--- config.mk ---
export PLATFORM = sky130hd
export DESIGN_NAME = ctr12_window
export DESIGN_NICKNAME = d
export VERILOG_FILES = /design/src/rtl/ctr12_pkg.sv /design/src/rtl/ctr12_window_cmp.sv /design/src/rtl/ctr12_window.sv
export SDC_FILE = /design/constraint.sdc
export NUM_CORES = 1
export LEC_CHECK = 0
export CORE_ASPECT_RATIO = 1.75
export CORE_MARGIN = 2
export CORE_UTILIZATION = 63
export DETAILED_ROUTE_END_ITERATION = 10
export GPL_ROUTABILITY_DRIVEN = 0
export PLACE_DENSITY = 0.92
export SLEW_MARGIN = 5
export SYNTH_ARGS = -nofsm -noshare
export SYNTH_HDL_FRONTEND = slang
export SYNTH_SLANG_ARGS = --single-unit
--- constraint.sdc ---
create_clock -name clk -period 5.05 [get_ports clk]
set_input_delay 0.505 -clock clk [delete_from_list [all_inputs] [get_ports clk]]
set_output_delay 0.505 -clock clk [all_outputs]
set_load 0.05 [all_outputs]
--- src/rtl/ctr12_pkg.sv ---
`default_nettype none
// ============================================================================
// Module  : ctr12_pkg
// Brief   : Shared types and constants for the ctr12_window frame counter.
// Revision: 1.0
// ============================================================================
package ctr12_pkg;

  localparam int unsigned W_DEFAULT = 12;

  typedef enum logic [1:0] {
    IDLE = 2'd0,
    RUN  = 2'd1,
    STOP = 2'd2
  } state_t;

  // Register-select codes on ld_sel; code 3 is silently ignored.
  localparam logic [1:0] SEL_PERIOD = 2'd0;
  localparam logic [1:0] SEL_START  = 2'd1;
  localparam logic [1:0] SEL_END    = 2'd2;

  // Bit positions inside the pending-valid vector.
  localparam int unsigned IDX_PERIOD = 0;
  localparam int unsigned IDX_START  = 1;
  localparam int unsigned IDX_END    = 2;

  function automatic logic sel_valid(input logic [1:0] sel);
    return (sel != 2'd3);
  endfunction

endpackage
`default_nettype wire

--- src/rtl/ctr12_window_cmp.sv ---
`default_nettype none
// ============================================================================
// Module  : ctr12_cmp
// Brief   : Combinational W-bit unsigned magnitude compare (a vs b).
// Revision: 1.0
// ============================================================================
module ctr12_cmp
  import ctr12_pkg::*;
#(
  parameter int unsigned W = W_DEFAULT
) (
  input  logic [W-1:0] a,
  input  logic [W-1:0] b,
  output logic         agb,
  output logic         aeb,
  output logic         alb
);

  assign agb = (a > b);
  assign aeb = (a == b);
  assign alb = (a < b);

endmodule
`default_nettype wire

--- src/rtl/ctr12_window.sv ---
`default_nettype none
// ============================================================================
// Module  : ctr12_window
// Brief   : Programmable frame counter (0..PERIOD) with double-buffered
//           window decode [START, END) and start/end match events.
//           Define CTR12_IRQ_EN to build the sticky frame interrupt.
// Revision: 1.0
// ============================================================================
module ctr12_window
  import ctr12_pkg::*;
#(
  parameter int unsigned     W          = W_DEFAULT,
  parameter logic [W-1:0]    RST_PERIOD = {W{1'b1}}
) (
  input  logic         clk,
  input  logic         resetl,
  input  logic         en,
  input  logic         ld,
  input  logic [1:0]   ld_sel,
  input  logic [W-1:0] ld_data,
  output logic         ld_ack,
  output logic [W-1:0] count,
  output logic         wrap,
  output logic         win,
  output logic         match_st,
  output logic         match_end,
  output logic         irq,
  input  logic         irq_ack
);

  localparam logic [W-1:0] c_one = {{(W-1){1'b0}}, 1'b1};

  state_t       r_state;
  state_t       w_state_nxt;
  logic [W-1:0] r_count;
  logic [W-1:0] w_count_nxt;

  logic [W-1:0] r_period;
  logic [W-1:0] r_start;
  logic [W-1:0] r_end;
  logic [W-1:0] r_pend_period;
  logic [W-1:0] r_pend_start;
  logic [W-1:0] r_pend_end;
  logic [2:0]   r_pend_vld;
  logic [2:0]   w_pend_vld_nxt;

  logic [W-1:0] w_period_nxt;
  logic [W-1:0] w_start_nxt;
  logic [W-1:0] w_end_nxt;

  logic         r_wrap;
  logic         r_win;
  logic         r_match_st;
  logic         r_match_end;
  logic         r_ld_ack;

  logic         w_running;
  logic         w_term;
  logic         w_xfer;
  logic         w_ld_ok;
  logic         w_active_nxt;

  logic         w_cnt_eq_period;
  logic         w_nxt_eq_start;
  logic         w_nxt_lt_start;
  logic         w_nxt_eq_end;
  logic         w_nxt_lt_end;
  logic         w_unused_p_gt;
  logic         w_unused_p_lt;
  logic         w_unused_s_gt;
  logic         w_unused_e_gt;

  // --------------------------------------------------------------------------
  // Compares: terminal count uses the current count; the window decode uses
  // the next count against the next active registers so outputs line up with
  // the count they describe, including across a register transfer.
  // --------------------------------------------------------------------------
  ctr12_cmp #(.W(W)) u_cmp_period (
    .a   (r_count),
    .b   (r_period),
    .agb (w_unused_p_gt),
    .aeb (w_cnt_eq_period),
    .alb (w_unused_p_lt)
  );

  ctr12_cmp #(.W(W)) u_cmp_start (
    .a   (w_count_nxt),
    .b   (w_start_nxt),
    .agb (w_unused_s_gt),
    .aeb (w_nxt_eq_start),
    .alb (w_nxt_lt_start)
  );

  ctr12_cmp #(.W(W)) u_cmp_end (
    .a   (w_count_nxt),
    .b   (w_end_nxt),
    .agb (w_unused_e_gt),
    .aeb (w_nxt_eq_end),
    .alb (w_nxt_lt_end)
  );

  assign w_running    = (r_state != IDLE);
  assign w_term       = w_running && w_cnt_eq_period;
  assign w_xfer       = !w_running || w_term;
  assign w_ld_ok      = ld && sel_valid(ld_sel);
  assign w_active_nxt = (w_state_nxt != IDLE);

  // --------------------------------------------------------------------------
  // FSM next-state and counter
  // --------------------------------------------------------------------------
  always_comb begin
    w_state_nxt = r_state;
    w_count_nxt = r_count;
    case (r_state)
      IDLE: begin
        w_count_nxt = '0;
        if (en) begin
          w_state_nxt = RUN;
        end
      end
      RUN: begin
        w_count_nxt = w_term ? '0 : (r_count + c_one);
        if (!en) begin
          w_state_nxt = w_term ? IDLE : STOP;
        end
      end
      STOP: begin
        w_count_nxt = w_term ? '0 : (r_count + c_one);
        if (en) begin
          w_state_nxt = RUN;
        end else if (w_term) begin
          w_state_nxt = IDLE;
        end
      end
      default: begin
        w_state_nxt = IDLE;
        w_count_nxt = '0;
      end
    endcase
  end

  always_ff @(posedge clk or negedge resetl) begin
    if (!resetl) begin
      r_state <= IDLE;
      r_count <= '0;
    end else begin
      r_state <= w_state_nxt;
      r_count <= w_count_nxt;
    end
  end

  // --------------------------------------------------------------------------
  // Double buffering: a write landing in the transfer cycle keeps its flag and
  // waits for the following boundary.
  // --------------------------------------------------------------------------
  assign w_period_nxt = (w_xfer && r_pend_vld[IDX_PERIOD]) ? r_pend_period : r_period;
  assign w_start_nxt  = (w_xfer && r_pend_vld[IDX_START])  ? r_pend_start  : r_start;
  assign w_end_nxt    = (w_xfer && r_pend_vld[IDX_END])    ? r_pend_end    : r_end;

  always_comb begin
    w_pend_vld_nxt = w_xfer ? 3'b000 : r_pend_vld;
    if (w_ld_ok) begin
      case (ld_sel)
        SEL_PERIOD: w_pend_vld_nxt[IDX_PERIOD] = 1'b1;
        SEL_START:  w_pend_vld_nxt[IDX_START]  = 1'b1;
        SEL_END:    w_pend_vld_nxt[IDX_END]    = 1'b1;
        default:    w_pend_vld_nxt = w_pend_vld_nxt;
      endcase
    end
  end

  always_ff @(posedge clk or negedge resetl) begin
    if (!resetl) begin
      r_period      <= RST_PERIOD;
      r_start       <= '0;
      r_end         <= '0;
      r_pend_period <= '0;
      r_pend_start  <= '0;
      r_pend_end    <= '0;
      r_pend_vld    <= 3'b000;
    end else begin
      r_period   <= w_period_nxt;
      r_start    <= w_start_nxt;
      r_end      <= w_end_nxt;
      r_pend_vld <= w_pend_vld_nxt;
      if (w_ld_ok) begin
        case (ld_sel)
          SEL_PERIOD: r_pend_period <= ld_data;
          SEL_START:  r_pend_start  <= ld_data;
          SEL_END:    r_pend_end    <= ld_data;
          default:    r_pend_period <= r_pend_period;
        endcase
      end
    end
  end

  // --------------------------------------------------------------------------
  // Registered status outputs
  // --------------------------------------------------------------------------
  always_ff @(posedge clk or negedge resetl) begin
    if (!resetl) begin
      r_wrap      <= 1'b0;
      r_win       <= 1'b0;
      r_match_st  <= 1'b0;
      r_match_end <= 1'b0;
      r_ld_ack    <= 1'b0;
    end else begin
      r_wrap      <= w_term;
      r_win       <= w_active_nxt && !w_nxt_lt_start && w_nxt_lt_end;
      r_match_st  <= w_active_nxt && w_nxt_eq_start;
      r_match_end <= w_active_nxt && w_nxt_eq_end;
      r_ld_ack    <= w_ld_ok;
    end
  end

  assign count     = r_count;
  assign wrap      = r_wrap;
  assign win       = r_win;
  assign match_st  = r_match_st;
  assign match_end = r_match_end;
  assign ld_ack    = r_ld_ack;

`ifdef CTR12_IRQ_EN
  logic r_irq;

  // A new wrap takes priority over a same-cycle acknowledge.
  always_ff @(posedge clk or negedge resetl) begin
    if (!resetl) begin
      r_irq <= 1'b0;
    end else if (w_term) begin
      r_irq <= 1'b1;
    end else if (irq_ack) begin
      r_irq <= 1'b0;
    end
  end

  assign irq = r_irq;
`else
  logic w_unused_irq_ack;

  assign w_unused_irq_ack = irq_ack;
  assign irq              = 1'b0;
`endif

endmodule
`default_nettype wire
==> summary.md <==
| Metric | Value |
|---|---|
| Wire length per cell after detailed routing | `20.5 um` |
| Residual antenna-violating net count after detailed routing | `0` |
| Setup slack of the critical path after layout | `1.19 ns` |
| Largest incremental delay on the critical path | `0.69 ns` |
| Finished Layout Cells | `473` |
| Flip-flop and latch count after synthesis | `94` |
| Std cell rows | `41` |
| Detailed placer's ending HPWL | `6910 um` |
| Synth area leaders | `dfrtp_1 45%, mux2_2 18%, ha_1 7.9%` |
| Wirelength, routed | `9690 um` |
| Antenna violations before repair | `0` |
| Summed instance area of the synthesized netlist | `0.00459 sq mm` |
| # Max-Cap Violations | `0` |
| Cells after Synth | `346` |
| Transition at the pin with the smallest max-transition slack | `1.04 ns` |
| Root buffer cell | `clkbuf_16` |
| CTS tree | `yes` |
| Share of post-route cells with drive strength above 1 | `27.9%` |
| Sequential element share of the synthesized area | `51.5%` |
| Maximum vdd drop | `0.318 mV` |
| Number of antenna cells inserted | `0` |
| H-tree depth | `3` |
| Post-Route Skew | `0.00430 ns` |
| Placed instance count | `457` |
| Cell at the slowest stage of the critical path | `o21ai_1` |
| Width of the die | `68.5 um` |
| Path type of the worst min-delay path | `input pin to async pin` |
| Cell leakage power | `2.41 nW` |
| Clock sink total | `94` |
| Post-synthesis mux area share | `22.4%` |
| DIE HEIGHT | `117 um` |
| Headroom to the max-slew limit | `30.5%` |
| Clk buf depth | `2` |
| Endpoint class of the critical path | `flop` |
| Crit Path Max Fanout | `13` |
| Total count of max-transition violations in the final report | `0` |
| Initial cell density of the core | `64.4%` |
| Number of buffers created by CTS | `9` |
| Area growth, synth to finish | `15.5%` |
| Synth warn | `0` |
| Time the worst path needs with I/O delays and setup | `3.86 ns` |
| Syn Area/Cell | `13.3 sq um` |
| Fin nets | `430` |
| Post-Synth Simple-Gate Area | `5.91%` |
| Period utilization | `76.4%` |
| Number of search-and-repair iterations in the first detailed-routing pass | `4` |
| Floorplan die area | `0.00802 sq mm` |
| Vias after detailed routing | `2886` |
| Startpoint kind of the worst setup timing path | `flop` |
| Critical Path, Cell by Cell | `xnor2_1 > nand4_1 > or3_4 > o21ai_1 > nor2_1 > ha_1 > a211oi_1 > o211ai_1 > a31o_2 > a211oi_1 > a211oi_1` |
| Buf/Inv on CP | `0` |
| Core footprint | `0.00713 sq mm` |
| Remaining DRCs | `0` |
| Maximum number of pins on one net before global-route repair | `61` |
| Setup Buffers After CTS | `0` |
| Largest area contributor in the netlist | `dfrtp_1` |
| Flip-flop cell with the highest count after synthesis | `dfrtp_1` |
| Xor and xnor fraction of the mapped netlist area | `4.20%` |
| Setup repair after global routing missed its margin | `no` |
| Post-CTS Resized | `0` |
| Initial drt markers | `116` |
| Synth Area in Compound Gates | `5.80%` |
| Io pins | `37` |
| Critical path's top delay family | `compound AO/OA/AOI/OAI gates` |
| Cell mode on critical path | `a211oi_1` |
| CTS clk-pin slew, worst paths | `0.06 ns` |
| Total of hold buffers inserted after clock tree synthesis | `0` |
| Total Routing Usage GR | `27.4%` |
| GRT Residual Overflow | `0` |
| Final design instance area without fill | `0.00530 sq mm` |
| Data required time at the worst endpoint | `5.23 ns` |
| Mean number of vias per cell | `6.10` |
| Pwr Density | `541 mW/mm^2` |
| Class of the most critical setup path | `flop to flop` |
| Total nets after synthesis | `394` |
| Number of enable-type register cells in the synthesized netlist | `0` |
| Dominant combinational cell family by area after synthesis | `multiplexers` |
| Source-to-sink clock delay at the later pin of the worst-skew pair | `0.34 ns` |
| Count of unique library cells instantiated by Yosys | `41` |
| TNS Setup | `0 ns` |
| Status | `complete, no violations` |
| Area share of the largest cell type after synthesis | `44.7%` |
| Worst Reg2Reg Path Length in Cells | `11` |
| Critical path data arrival time | `4.04 ns` |
| Endpoints failing hold | `0` |
| Area share of fa/ha/maj cells after synthesis | `7.90%` |
| Number of endpoints failing setup at the final stage | `0` |
| First-pass GRT wire length | `15500 um` |
| Instance count on the critical path | `11` |
| Maximum clock frequency | `0.259 GHz` |
| Via count of the first global-routing pass | `3115` |
| Number of buffers inserted by port buffering | `34` |
| Placed inst area | `0.00499 sq mm` |
| Worst slack, placed | `1.29 ns` |
| Async set-or-reset flop fraction in the synthesized netlist | `100%` |
==> cells in the final DEF, fill, tap and decap left out, types with 2 or more instances in the layout <==
master            n
xnor2_1          15
xor2_1            7
dfrtp_1          82
clkbuf_16         9
o21ai_0           9
clkdlybuf4s50_1  33
nand4_1          11
a31o_2            2
mux2_2           72
nor2_1           13
nand3b_1          3
nand2_2           2
nor2b_1           2
a211oi_1          7
a21oi_1           6
ha_1             29
clkbuf_1          2
and4_1            3
clkinv_2          2
buf_4             2
dfstp_2          12
mux2i_1          22
o211ai_1          4
nand2_1           7
bufinv_16         2
inv_1             9
nand3_1           2
a2111oi_0         2
==> final cells by class <==
class / instances / area, sq um
repair buffers: 35 / 345
multi-input cells: 233 / 2130
clock buffers: 12 / 246
inverters: 9 / 33.8
clock inverters: 4 / 70.1
well taps: 86 / 108
fillers: 441 / 1830
flip-flops and latches: 94 / 2370
==> logic make-up after synthesis <==
group / count (synthesis)
AO/OA/AOI/OAI: 38
XOR/XNOR: 22
adder cells (fa/ha/maj): 29
buffers and inverters: 19
flip-flops: 94
multiplexers: 94
other: 1
AND/OR/NAND/NOR: 49
==> sequential cells by signal, summed over array words and instances (netlist names) <==
name / flops
match_end: 1
count: 12
r_pend_start: 12
r_pend_period: 12
r_pend_vld: 3
wrap: 1
r_period: 12
r_end: 12
r_start: 12
match_st: 1
r_state: 2
r_pend_end: 12
ld_ack: 1
win: 1
==> layer usage <==
layer  global-route usage [%]  part of all wire (%)  vias to the layer above
met2                     47.2                    55                       88
met3                     4.49                   3.4                       30
met1                     30.6                    36                     1431
li1                         -                     -                     1337
met5                        0                     0                        -
met4                     17.2                   5.2                        0
==> worst register-to-register path: stages, from the launching register on <==
cell and delay (ns):
dfrtp_1 0.46, xnor2_1 0.26, nand4_1 0.23, or3_4 0.41
o21ai_1 0.69, nor2_1 0.32, ha_1 0.42, a211oi_1 0.22
o211ai_1 0.13, a31o_2 0.26, a211oi_1 0.22, a211oi_1 0.08
==> per-stage QoR <==
stage                     hold WS (ns)  utilization, %  total power [mW]
after floorplan                  0.209               -              1.89
after global placement           0.465            69.9              2.07
after detailed placement         0.476            69.9              2.15
after CTS                        0.111            74.4              2.88
after global routing             0.144            74.4              3.04
final                           0.0985            74.4              2.87
==> worst paths after layout <==
path,to,slack [ns],start
worst min-delay path,r_pend_end[5],0.1,resetl
min in group clk,r_pend_period[2],0.50,r_pend_period[2]
worst max register to register,win,1.19,count[3]
worst min register to register,r_pend_period[2],0.50,r_pend_period[2]
worst max-delay path,win,1.19,count[3]
max in group asynchronous,count[3],3.86,resetl
==> cell usage after synthesis, drive strengths merged, types with 2 or more instances <==
cell / count
a31o: 2
inv: 9
ha: 29
nand3: 2
o31ai: 2
dfstp: 12
a21oi: 6
nand4: 11
buf: 7
and4: 3
o21ai: 10
nand2: 9
nor2: 13
xor2: 7
xnor2: 15
a2111oi: 2
nor2b: 2
dfrtp: 82
a211oi: 7
clkbuf: 3
o211ai: 4
mux2i: 22
nand3b: 3
mux2: 72
==> report_power, final <==
| group | leakage, nW | switching, mW | internal, mW |
|---|---|---|---|
| logic | 1.11 | 0.515 | 0.478 |
| registers | 1.14 | 0.150 | 1.02 |
| clock network | 0.157 | 0.267 | 0.446 |
| total | 2.41 | 0.931 | 1.94 |
Power figures use the tool's default switching activity.
==> patch 1, RTL diff (config.mk and constraints unchanged) <==
Put one more register stage on the output `count`, cleared by the reset. The value now appears one clock later. The other outputs are not delayed to match.
--- a/src/rtl/ctr12_window.sv
+++ b/src/rtl/ctr12_window.sv
@@ -213,7 +213,13 @@
     end
   end
 
-  assign count     = r_count;
+  always_ff @(posedge clk or negedge resetl) begin
+    if (!resetl) begin
+      count <= '0;
+    end else begin
+      count <= r_count;
+    end
+  end
   assign wrap      = r_wrap;
   assign win       = r_win;
   assign match_st  = r_match_st;
Function: changed (a bounded check fails within 4 cycles, from zero or initial values and one cycle with resetl low).
==> patch 1 against the original RTL <==
- area after synthesis increased by 7.2%
- sequential share of layout area increased by 2.7 points
- design area increased by 6.3%
- clock power increased by 3.4%
- first-iteration DRC count increased to 3.1 times the old value
- sequential cell count increased by 12
- combinational power increased by 6%
- setup slack got worse by 220 ps
- routed wire length increased by 1.3%
- power increased by 6.5%
==> patch 1: results (changes against the original RTL) <==
metric	value	unit	change
worst-case register-to-register setup slack	970	ps	-220 ps
count of yosys warnings during synthesis	0		unchanged
nets	451		+4.9%
minimum hold slack	181	ps	+82.3 ps
clock-pin slew on the worst setup and hold paths	70	ps	
result of the run	finished, final reports clean		
antenna fix cells	0		unchanged
post-detail-place hpwl	6830	um	-1.1%
worst-case clock skew	5.44	ps	+1.14 ps
cell types with the largest area share after synthesis	dfrtp_1, mux2_2, ha_1		
arrival time at the worst endpoint	4340	ps	+300 ps
clock insertion delay at the later pin of the skew report	340	ps	about the same
number of buffers on the longest clock path	2		unchanged
vias in the first global route	3292		+5.7%
Max Freq	245	MHz	-5.4%
Synth async-reset ratio	1.00		unchanged
detailed-route wire length per cell	19.8	um	-3.4%
H-tree levels	3		unchanged
portion of the post-synthesis area used by sequential elements	0.542		+0.0266
wire length of the first global-routing pass	16100	um	+3.8%
Root Driver	clkbuf_16		
number of antenna violations at the first check in global routing	0		unchanged
number of buffers created by CTS	9		unchanged
CP Max Fanout	13		unchanged
post-placement cell count	480		+5.0%
critical path's slowest cell	o21ai_1		
Iter 0 DRT Violations	363		+210%
worst min-delay path class	in2async		
# port buffers	34		unchanged
total routing usage reported by global routing	0.249		-0.0256
maximum VDD drop	0.000352	V	+11%
layout cell share with drive strength beyond 1	0.267		-0.0119
family of cells with the greatest summed delay on the critical path	compound AO/OA/AOI/OAI gates		
length of the first detailed-routing pass in iterations	4		unchanged
post-cts resize count	0		unchanged
Post-DP Area	5320	sq um	+6.6%
crit-path max cell delay	720	ps	+30 ps
Post-Synthesis Cells	368		+6.4%
post-route insts no fill	496		+4.9%
worst setup path startpoint	r_count[3]$_DFF_PN0_		
pin count of the biggest net entering global routing	55		-9.8%
top cells by instance count after synthesis	dfrtp_1, mux2_2, ha_1		
Post-Synthesis Net Count	416		+5.6%
detail-routed via count per cell	6.22		+2.0%
number of post-CTS setup repair buffers	0		unchanged
Slew HR	0.412		+0.107
pre-CTS setup slack	1010	ps	-281 ps
cell leakage power	2.59	nW	+7.5%
distinct cell type count of the synthesized netlist	42		+2.4%
## patch 1: changes by cell type after synthesis, moves of 3 or more
cell,change
a21oi_1,+7
o21ai_0,-3
nor3_1,+3
nor2_1,+3
nand3_1,+6
a211oi_1,-5
inv_1,-3
dfrtp_1,+12
## patch 1: cell type report
cell class              instances  area [sq um]
repair buffers                 36           353
fillers                       484          1930
inverters                       6          22.5
well taps                      88           110
clock inverters                 5          77.6
clock buffers                  11           243
multi-input cells             244          2170
flip-flops and latches        106          2670
## patch 1: worst paths after layout
kind | endpoint | depth (start not counted)
max reg2reg | win$_DFF_PN0_ | 11
min | r_pend_end[5]$_DFFE_PN0P_ | 1
max in group asynchronous | r_pend_start[7]$_DFFE_PN0P_ | 2
min in group clk | count[1]$_DFF_PN0_ | 0
max | win$_DFF_PN0_ | 11
min reg2reg | count[1]$_DFF_PN0_ | 0
## patch 1: power by group
group | leakage (nW) | switching [mW] | total (mW) | internal [mW]
clock | 0.156 | 0.290 | 0.736 | 0.446
sequential | 1.30 | 0.159 | 1.28 | 1.12
combinational | 1.13 | 0.556 | 1.05 | 0.489
total | 2.59 | 1.01 | 3.06 | 2.05
## patch 1: layer usage
| metal | global-route usage | up-vias | routed length (um) |
|---|---|---|---|
| met2 | 0.426 | 98 | 5200 |
| met3 | 0.0490 | 32 | 409 |
| met5 | 0 | - | 0 |
| li1 | - | 1397 | - |
| met1 | 0.284 | 1559 | 3750 |
| met4 | 0.145 | 0 | 452 |
## patch 1: kinds of logic after synthesis
family	after synthesis	share of synthesized area
flops	106	0.542
mux	94	0.209
simple gates	62	0.0679
compound gates	36	0.0480
fa+ha+maj	29	0.0737
xor+xnor	22	0.0391
buf+inv	18	0.0191
other cells	1	0.000762
==> patch 2, RTL diff (config.mk and constraints unchanged) <==
Made on the original files. Add a define of `CTR12_IRQ_EN`.
--- a/src/rtl/ctr12_window.sv
+++ b/src/rtl/ctr12_window.sv
@@ -6,6 +6,8 @@
 //           Define CTR12_IRQ_EN to build the sticky frame interrupt.
 // Revision: 1.0
 // ============================================================================
+`define CTR12_IRQ_EN
+
 module ctr12_window
   import ctr12_pkg::*;
 #(
Behaviour: not the same (Yosys sat finds a counterexample within 4 cycles, from zero or initial values and one cycle with resetl low).
==> patch 2 against the original RTL <==
- setup slack gained 110 ps
- global-route usage shrank 1.4 points
- design area grew 1.7%
- routed wire length grew 3.6%
- area after synthesis grew 1.9%
- die area grew 1.8%
- sequential power is essentially flat
- sequential cell count grew 1
- power grew 0.49%
- synthesized cell count grew 4.0%
- via count grew 5.5%
- critical path type unchanged
- critical endpoint unchanged
- largest cell class unchanged
- largest power group unchanged
- highest routed layer unchanged
==> patch 2: results (changes against the original RTL) <==
metric	value	unit	change
result of the run	finished, final reports clean		
pin count of the biggest net entering global routing	67		+9.8%
detailed route wirelength on metal2	5220	um	-2.1%
Synth async-reset ratio	1.00		unchanged
distinct cell type count of the synthesized netlist	43		+4.9%
fraction of met1 tracks used by global routing	0.298		-0.00734
total routing usage reported by global routing	0.261		-0.0137
detailed-route wire length per cell	20.5	um	about the same
P_sw	0.970	mW	+4.1%
worst-case clock skew	6.95	ps	+2.64 ps
met3 usage in global routing	0.0488		+0.00387
nets	447		+4.0%
layout cell share with drive strength beyond 1	0.277		-0.00184
highest layer used for signal routing	met4		
portion of the post-synthesis area used by sequential elements	0.511		-0.00416
cell types with the largest area share after synthesis	dfrtp_1, mux2_2, ha_1		
top cells by instance count after synthesis	dfrtp_1, mux2_2, ha_1		
post-detail-place hpwl	7110	um	+2.8%
critical path's slowest cell	o21ai_2		
number of cell instances on the worst register-to-register path	11		unchanged
vias in the first global route	3288		+5.6%
Met3 Routed Length	519	um	+55%
Pint	1.92	mW	-1.3%
endpoint of the lowest-slack register-to-register path	win$_DFF_PN0_		
clock insertion delay at the later pin of the skew report	340	ps	about the same
routing usage on met2	0.430		-0.0421
Filler cells	424		-3.9%
combinational fraction of design power	0.363		+0.017
# port buffers	36		+5.9%
number of buffers created by CTS	9		unchanged
maximum VDD drop	0.000264	V	-17%
wire length of the first global-routing pass	16400	um	+5.8%
number of antenna violations at the first check in global routing	0		unchanged
Iter 0 DRT Violations	207		+78%
Post-Synthesis Net Count	408		+3.6%
number of buffers on the longest clock path	2		unchanged
cell leakage power	2.47	nW	+2.5%
power in sequential cells	1.17	mW	about the same
crit-path max cell delay	850	ps	+160 ps
CP Max Fanout	14		+1
actual slew at the worst max-slew pin	1000	ps	-34.4 ps
arrival time at the worst endpoint	3990	ps	-50 ps
slack of the critical path	1300	ps	+110 ps
detail-routed via count per cell	6.21		+1.8%
post-route met1 wirelength	3750	um	+6.5%
length of the first detailed-routing pass in iterations	4		unchanged
minimum hold slack	87.9	ps	-10.6 ps
clock-pin slew on the worst setup and hold paths	60	ps	about the same
worst setup path startpoint	r_state[0]$_DFF_PN0_		
type of the worst setup path	reg2reg		
post-cts resize count	0		unchanged
patch 2: cell type report:
| type | instances | share of cell area |
|---|---|---|
| clock inverter | 3 | 0.00789 |
| sequential | 95 | 0.444 |
| tap | 86 | 0.0200 |
| inverter | 7 | 0.00487 |
| multi-input combinational | 246 | 0.405 |
| clock buffer | 13 | 0.0464 |
| timing repair buffer | 40 | 0.0719 |
patch 2: cell families (layout without fill, tap and decap cells):
logic type	after synthesis	in the layout	share of synthesized area
muxes	95	95	0.222
xor gates and xnor gates	22	22	0.0412
AOI/OAI and AO/OA	33	33	0.0473
adders and majority gates	29	29	0.0775
and+or+nand+nor	67	67	0.0775
DFF	95	95	0.511
buffers and inverters	19	63	0.0227
patch 2: stage by stage:
stage / std cells / instance area [sq um]
finish: 490 / 5390
global route: 490 / 5390
CTS: 490 / 5390
detailed placement: 474 / 5100
floorplan: 360 / 4680
global placement: 474 / 5100
